**config.mk**
```make
export PLATFORM = sky130hd
export DESIGN_NAME = pc_sequencer
export DESIGN_NICKNAME = d
export VERILOG_FILES = /design/src/rtl/pc_sequencer.sv
export SDC_FILE = /design/constraint.sdc
export NUM_CORES = 1
export LEC_CHECK = 0
export ABC_AREA = 1
export BUFFER_PORTS_ARGS = -buffer_cell sky130_fd_sc_hd__clkbuf_2
export CAP_MARGIN = 15
export CORE_ASPECT_RATIO = 1.5
export CORE_MARGIN = 5
export CORE_UTILIZATION = 30
export CTS_BUF_LIST = sky130_fd_sc_hd__clkbuf_8
export DETAILED_ROUTE_END_ITERATION = 8
export GPL_TIMING_DRIVEN = 0
export PLACE_DENSITY_LB_ADDON = 0.15
export SLEW_MARGIN = 5
export SYNTH_ARGS = -nofsm -noshare
export SYNTH_HDL_FRONTEND = slang
export SYNTH_SLANG_ARGS = --single-unit
```
**constraint.sdc**
```tcl
create_clock -name clk -period 4.5 [get_ports clk]
set_input_delay 0.45 -clock clk [delete_from_list [all_inputs] [get_ports clk]]
set_output_delay 0.45 -clock clk [all_outputs]
set_load 0.01 [all_outputs]
```
**src/rtl/pc_sequencer.sv**
```systemverilog
// Program-counter stage: picks the next fetch address from trap, branch, jump or
// sequential sources, and holds a ranked pending redirect across fetch stalls.
module pc_sequencer #(
  parameter int              XLEN         = 32,
  parameter logic [XLEN-1:0] RESET_VECTOR = '0,
  parameter logic [XLEN-1:0] TRAP_VECTOR  = XLEN'(32'h0000_0080),
  parameter int              INC          = 4,
  parameter int              ALIGN_BITS   = 2
) (
  input  logic            clk,
  input  logic            rst_n,
  input  logic            stall,
  input  logic            trap_req,
  input  logic            br_taken,
  input  logic [XLEN-1:0] br_target,
  input  logic            jmp_req,
  input  logic [XLEN-1:0] jmp_target,
  output logic [XLEN-1:0] pc,
  output logic [XLEN-1:0] pc_plus,
  output logic            flush_if,
  output logic            flush_id,
  output logic            misalign_err,
  output logic            redirect_pend
);

  typedef enum logic [1:0] {RK_NONE, RK_JMP, RK_BR, RK_TRAP} rank_e;

  // ALIGN_BITS of 0 yields an all-zero mask, which disables the check.
  localparam logic [XLEN-1:0] ALIGN_MASK = XLEN'((64'd1 << ALIGN_BITS) - 64'd1);

  logic [XLEN-1:0] pc_q, pc_d;
  rank_e           pend_rank_q, pend_rank_d;
  logic [XLEN-1:0] pend_tgt_q, pend_tgt_d;
  logic            pend_mis_q, pend_mis_d;
  logic            flush_if_q, flush_if_d;
  logic            flush_id_q, flush_id_d;
  logic            misalign_q, misalign_d;

  rank_e           req_rank, sel_rank;
  logic [XLEN-1:0] req_raw, req_tgt, sel_tgt;
  logic            req_mis, sel_mis, take_req;

  assign pc_plus = pc_q + XLEN'(INC);

  always_comb begin
    if (trap_req)      req_rank = RK_TRAP;
    else if (br_taken) req_rank = RK_BR;
    else if (jmp_req)  req_rank = RK_JMP;
    else               req_rank = RK_NONE;

    req_raw = br_taken ? br_target : jmp_target;
    req_mis = (req_rank == RK_BR || req_rank == RK_JMP) && ((req_raw & ALIGN_MASK) != '0);
    req_tgt = (req_rank == RK_TRAP || req_mis) ? TRAP_VECTOR : req_raw;

    // An empty pending slot has rank NONE, so any request outranks it.
    take_req = req_rank > pend_rank_q;
    sel_rank = take_req ? req_rank : pend_rank_q;
    sel_tgt  = take_req ? req_tgt  : pend_tgt_q;
    sel_mis  = take_req ? req_mis  : pend_mis_q;

    pc_d        = pc_q;
    pend_rank_d = pend_rank_q;
    pend_tgt_d  = pend_tgt_q;
    pend_mis_d  = pend_mis_q;
    flush_if_d  = 1'b0;
    flush_id_d  = 1'b0;
    misalign_d  = 1'b0;

    if (stall) begin
      if (take_req) begin
        pend_rank_d = req_rank;
        pend_tgt_d  = req_tgt;
        pend_mis_d  = req_mis;
      end
    end else begin
      pend_rank_d = RK_NONE;
      pend_tgt_d  = '0;
      pend_mis_d  = 1'b0;
      if (sel_rank != RK_NONE) begin
        pc_d       = sel_tgt;
        flush_if_d = 1'b1;
        // A misaligned jump is redirected like a trap, so it squashes ID/EX too.
        flush_id_d = (sel_rank != RK_JMP) || sel_mis;
        misalign_d = sel_mis;
      end else begin
        pc_d = pc_plus;
      end
    end
  end

  always_ff @(posedge clk or negedge rst_n) begin
    if (!rst_n) begin
      pc_q        <= RESET_VECTOR;
      pend_rank_q <= RK_NONE;
      pend_tgt_q  <= '0;
      pend_mis_q  <= 1'b0;
      flush_if_q  <= 1'b0;
      flush_id_q  <= 1'b0;
      misalign_q  <= 1'b0;
    end else begin
      pc_q        <= pc_d;
      pend_rank_q <= pend_rank_d;
      pend_tgt_q  <= pend_tgt_d;
      pend_mis_q  <= pend_mis_d;
      flush_if_q  <= flush_if_d;
      flush_id_q  <= flush_id_d;
      misalign_q  <= misalign_d;
    end
  end

  assign pc            = pc_q;
  assign flush_if      = flush_if_q;
  assign flush_id      = flush_id_q;
  assign misalign_err  = misalign_q;
  assign redirect_pend = (pend_rank_q != RK_NONE);

endmodule
```
==> metrics.yaml <==
run_status:
  outcome: "finished, final reports clean"
die:
  dieArea_um2: 17890
  core_um2: 15070
  die_h_um: 161.3
  rows: 55
  boundaryPins: 138
  fp.dieW_um: 110.9
  start_util: 0.3039
global_routing:
  grt_use_total: 0.1703
  antenna_found_initial: 0
  grt_start_max_net_pins: 42
  grt_pass1_wl_mm: 24.53
  grt_pass1_vias: 4649
  overflow: 0
routing:
  ant_nets: 0
  vias: 4666
  drt-total-wl_mm: 15.06
  routedWlPerCell_um: 14.59
  dr.pass1.iters: 4
  viasPerCell: 4.521
  drcViolationCount: 0
  drt_first_iter_violations: 247
clock_network:
  clockBufferDepth: 2
  root_buffer: "clkbuf_8"
  post_cts_resize_count: 0
  ctsHoldBuffers: 0
  cts_tree: "built"
  clk_latency_ns: 0.36
  htreeDepth: 3
  postCtsSetupBuffers: 0
  cts_buffers: 9
  cts_sinks: 70
  clk_pin_slew_worst_paths_ns: 0.09
timing:
  skew_ns: 0.01620
  setup_viol: 0
  max_slew_margin: 0.6262
  period_share: 0.5493
  hold_viol: 0
  fmax_mhz: 404.6
  drv_slew: 0
  rsz0062_at_grt: "false"
  period_needed_ns: 2.472
  tns_ns: 0
  worstMarginPinSlew_ns: 0.5607
layout:
  n_antenna_cell: 0
  drive_above_1_share: 0.2401
  fin_nets: 903
  areaGrowthSynthToFinish_pct: 25.00
  final_cells: 1032
yosys:
  synth_cell_type_count: 28
  synth_warnings: 0
  ys_ff_latch: 70
  avgSynthCellArea_um2: 6.734
  synth_top_area_share: 0.3825
  seq_area_frac_synth: 0.3825
  synth_area_leaders: "dfrtp_1 (38%), nand2_1 (26%), nand3_1 (6.9%)"
  synth_area_um2: 4579
  synth_nets: 755
  syn_inst: 680
  yosys.area.top_type: "dfrtp_1"
worst_setup_path:
  required_ns: 4.05
  worstSetupEndpointType: "output pin"
  rrSetupSlack_ns: 2.46
  path_max_fanout: 4
  arrival_ns: 2.02
  crit_type: "register to output pin"
  start_kind: "register"
placed_design:
  portBuffers: 136
  dp_hpwl_mm: 12.40
  gp_congestion: 0.8928
  dp.cells: 1016
job:
  drv_cap: 0
pwr:
  ir_worst_vdd_v: 0.0001627
  power_leakage_nw: 3.114
  powerDensity_nw_per_um2: 303.8
hold_path:
  hold_class: "input port to async pin"
[synthesized netlist by cell type]
| cell type | number |
|---|---|
| nor2_2 | 3 |
| nand4_1 | 2 |
| ha_1 | 5 |
| inv_1 | 29 |
| nand3_2 | 4 |
| nand2_2 | 7 |
| nand3b_1 | 12 |
| nor2_1 | 44 |
| xnor2_1 | 8 |
| o21ai_0 | 5 |
| buf_6 | 3 |
| xor2_1 | 3 |
| inv_2 | 3 |
| nand3_1 | 63 |
| nor2_4 | 2 |
| nand2_1 | 313 |
| or2_2 | 2 |
| inv_4 | 1 |
| nand2_4 | 2 |
| buf_2 | 11 |
| nor2_8 | 3 |
| dfrtp_1 | 70 |
| a21oi_1 | 61 |
| buf_1 | 1 |
| o21ai_1 | 3 |
| xor2_2 | 2 |
| clkbuf_1 | 11 |
| buf_4 | 7 |
[per-stage QoR]
step,worst slack [ns],power [mW],hold WS (ns),util,instance area (µm²)
after floorplan,2.296,1.029,0.1544,-,4579
after global placement,1.811,1.242,0.5220,0.3655,5509
after detailed placement,1.808,1.247,0.4633,0.3670,5532
after CTS,1.958,1.766,0.06751,0.3798,5724
after global routing,1.811,1.846,0.09004,0.3798,5724
final,2.028,1.739,0.07191,0.3798,5724
[state kept, by name (all words and copies together), names as in the netlist]
signal        cells
pend_mis_q        1
pc               32
misalign_err      1
pend_tgt_q       32
flush_if          1
flush_id          1
pend_rank_q       2
[metal layers]
| metal | part of all wire | global-route usage | vias up | routed length [µm] |
|---|---|---|---|---|
| li1 | - | - | 2451 | - |
| met1 | 0.42 | 0.2037 | 2096 | 6252 |
| met2 | 0.52 | 0.3072 | 100 | 7867 |
| met3 | 0.038 | 0.02811 | 19 | 579 |
| met4 | 0.024 | 0.05938 | 0 | 357 |
| met5 | 0 | 0 | - | 0 |
[placed cells by master, fill, tap and decap left out, drive strengths merged, types with 5 or more instances in the layout]
cell type	n
xnor2	8
nand2	322
a21oi	61
o21ai	8
ha	5
nor2	52
inv	36
nand3b	12
nand3	67
dfrtp	70
clkbuf	157
buf	23
xor2	5
[final cells by class]
class,instances,area (µm²)
buffer,33,186.4
clock buffer,10,137.6
clock inverter,6,55.05
fill,1697,9346
inverter,33,126.4
multi-input combinational,544,2515
sequential,70,1752
tap,199,249.0
timing repair buffer,137,703.2
[power by group]
group	switching (mW)	internal (mW)
combinational	0.293	0.178
clock	0.249	0.266
sequential	0.0670	0.686
total	0.609	1.13
[critical path, cell delays in order (launching register included)]
cell      delay (ns)
dfrtp_1         0.43
ha_1            0.27
nand3_2         0.17
inv_1           0.13
nand2_1         0.13
o21ai_0         0.24
nand2_1         0.14
clkbuf_2        0.16
[cells by family (layout without fill, tap and decap cells)]
family / after synthesis / count (layout) / share of synthesized area
and+or+nand+nor: 457 / 457 / 0.4320
DFF: 70 / 70 / 0.3825
AOI/OAI and AO/OA: 69 / 69 / 0.07541
buffers and inverters: 66 / 219 / 0.06830
xor gates and xnor gates: 13 / 13 / 0.02814
adders and majority gates: 5 / 5 / 0.01366
[worst paths after layout]
check,endpoint,from,depth (start not counted)
worst max-delay path,pc_plus[18],pc[3],7
worst min-delay path,pc[6],rst_n,1
worst max register to register,pc[13],pend_rank_q[1],12
worst min register to register,pc[0],pc[0],2
max in group asynchronous,pend_tgt_q[24],rst_n,2
min in group clk,pend_tgt_q[14],jmp_target[14],5
Note: power is estimated with default switching activity, not from simulation.
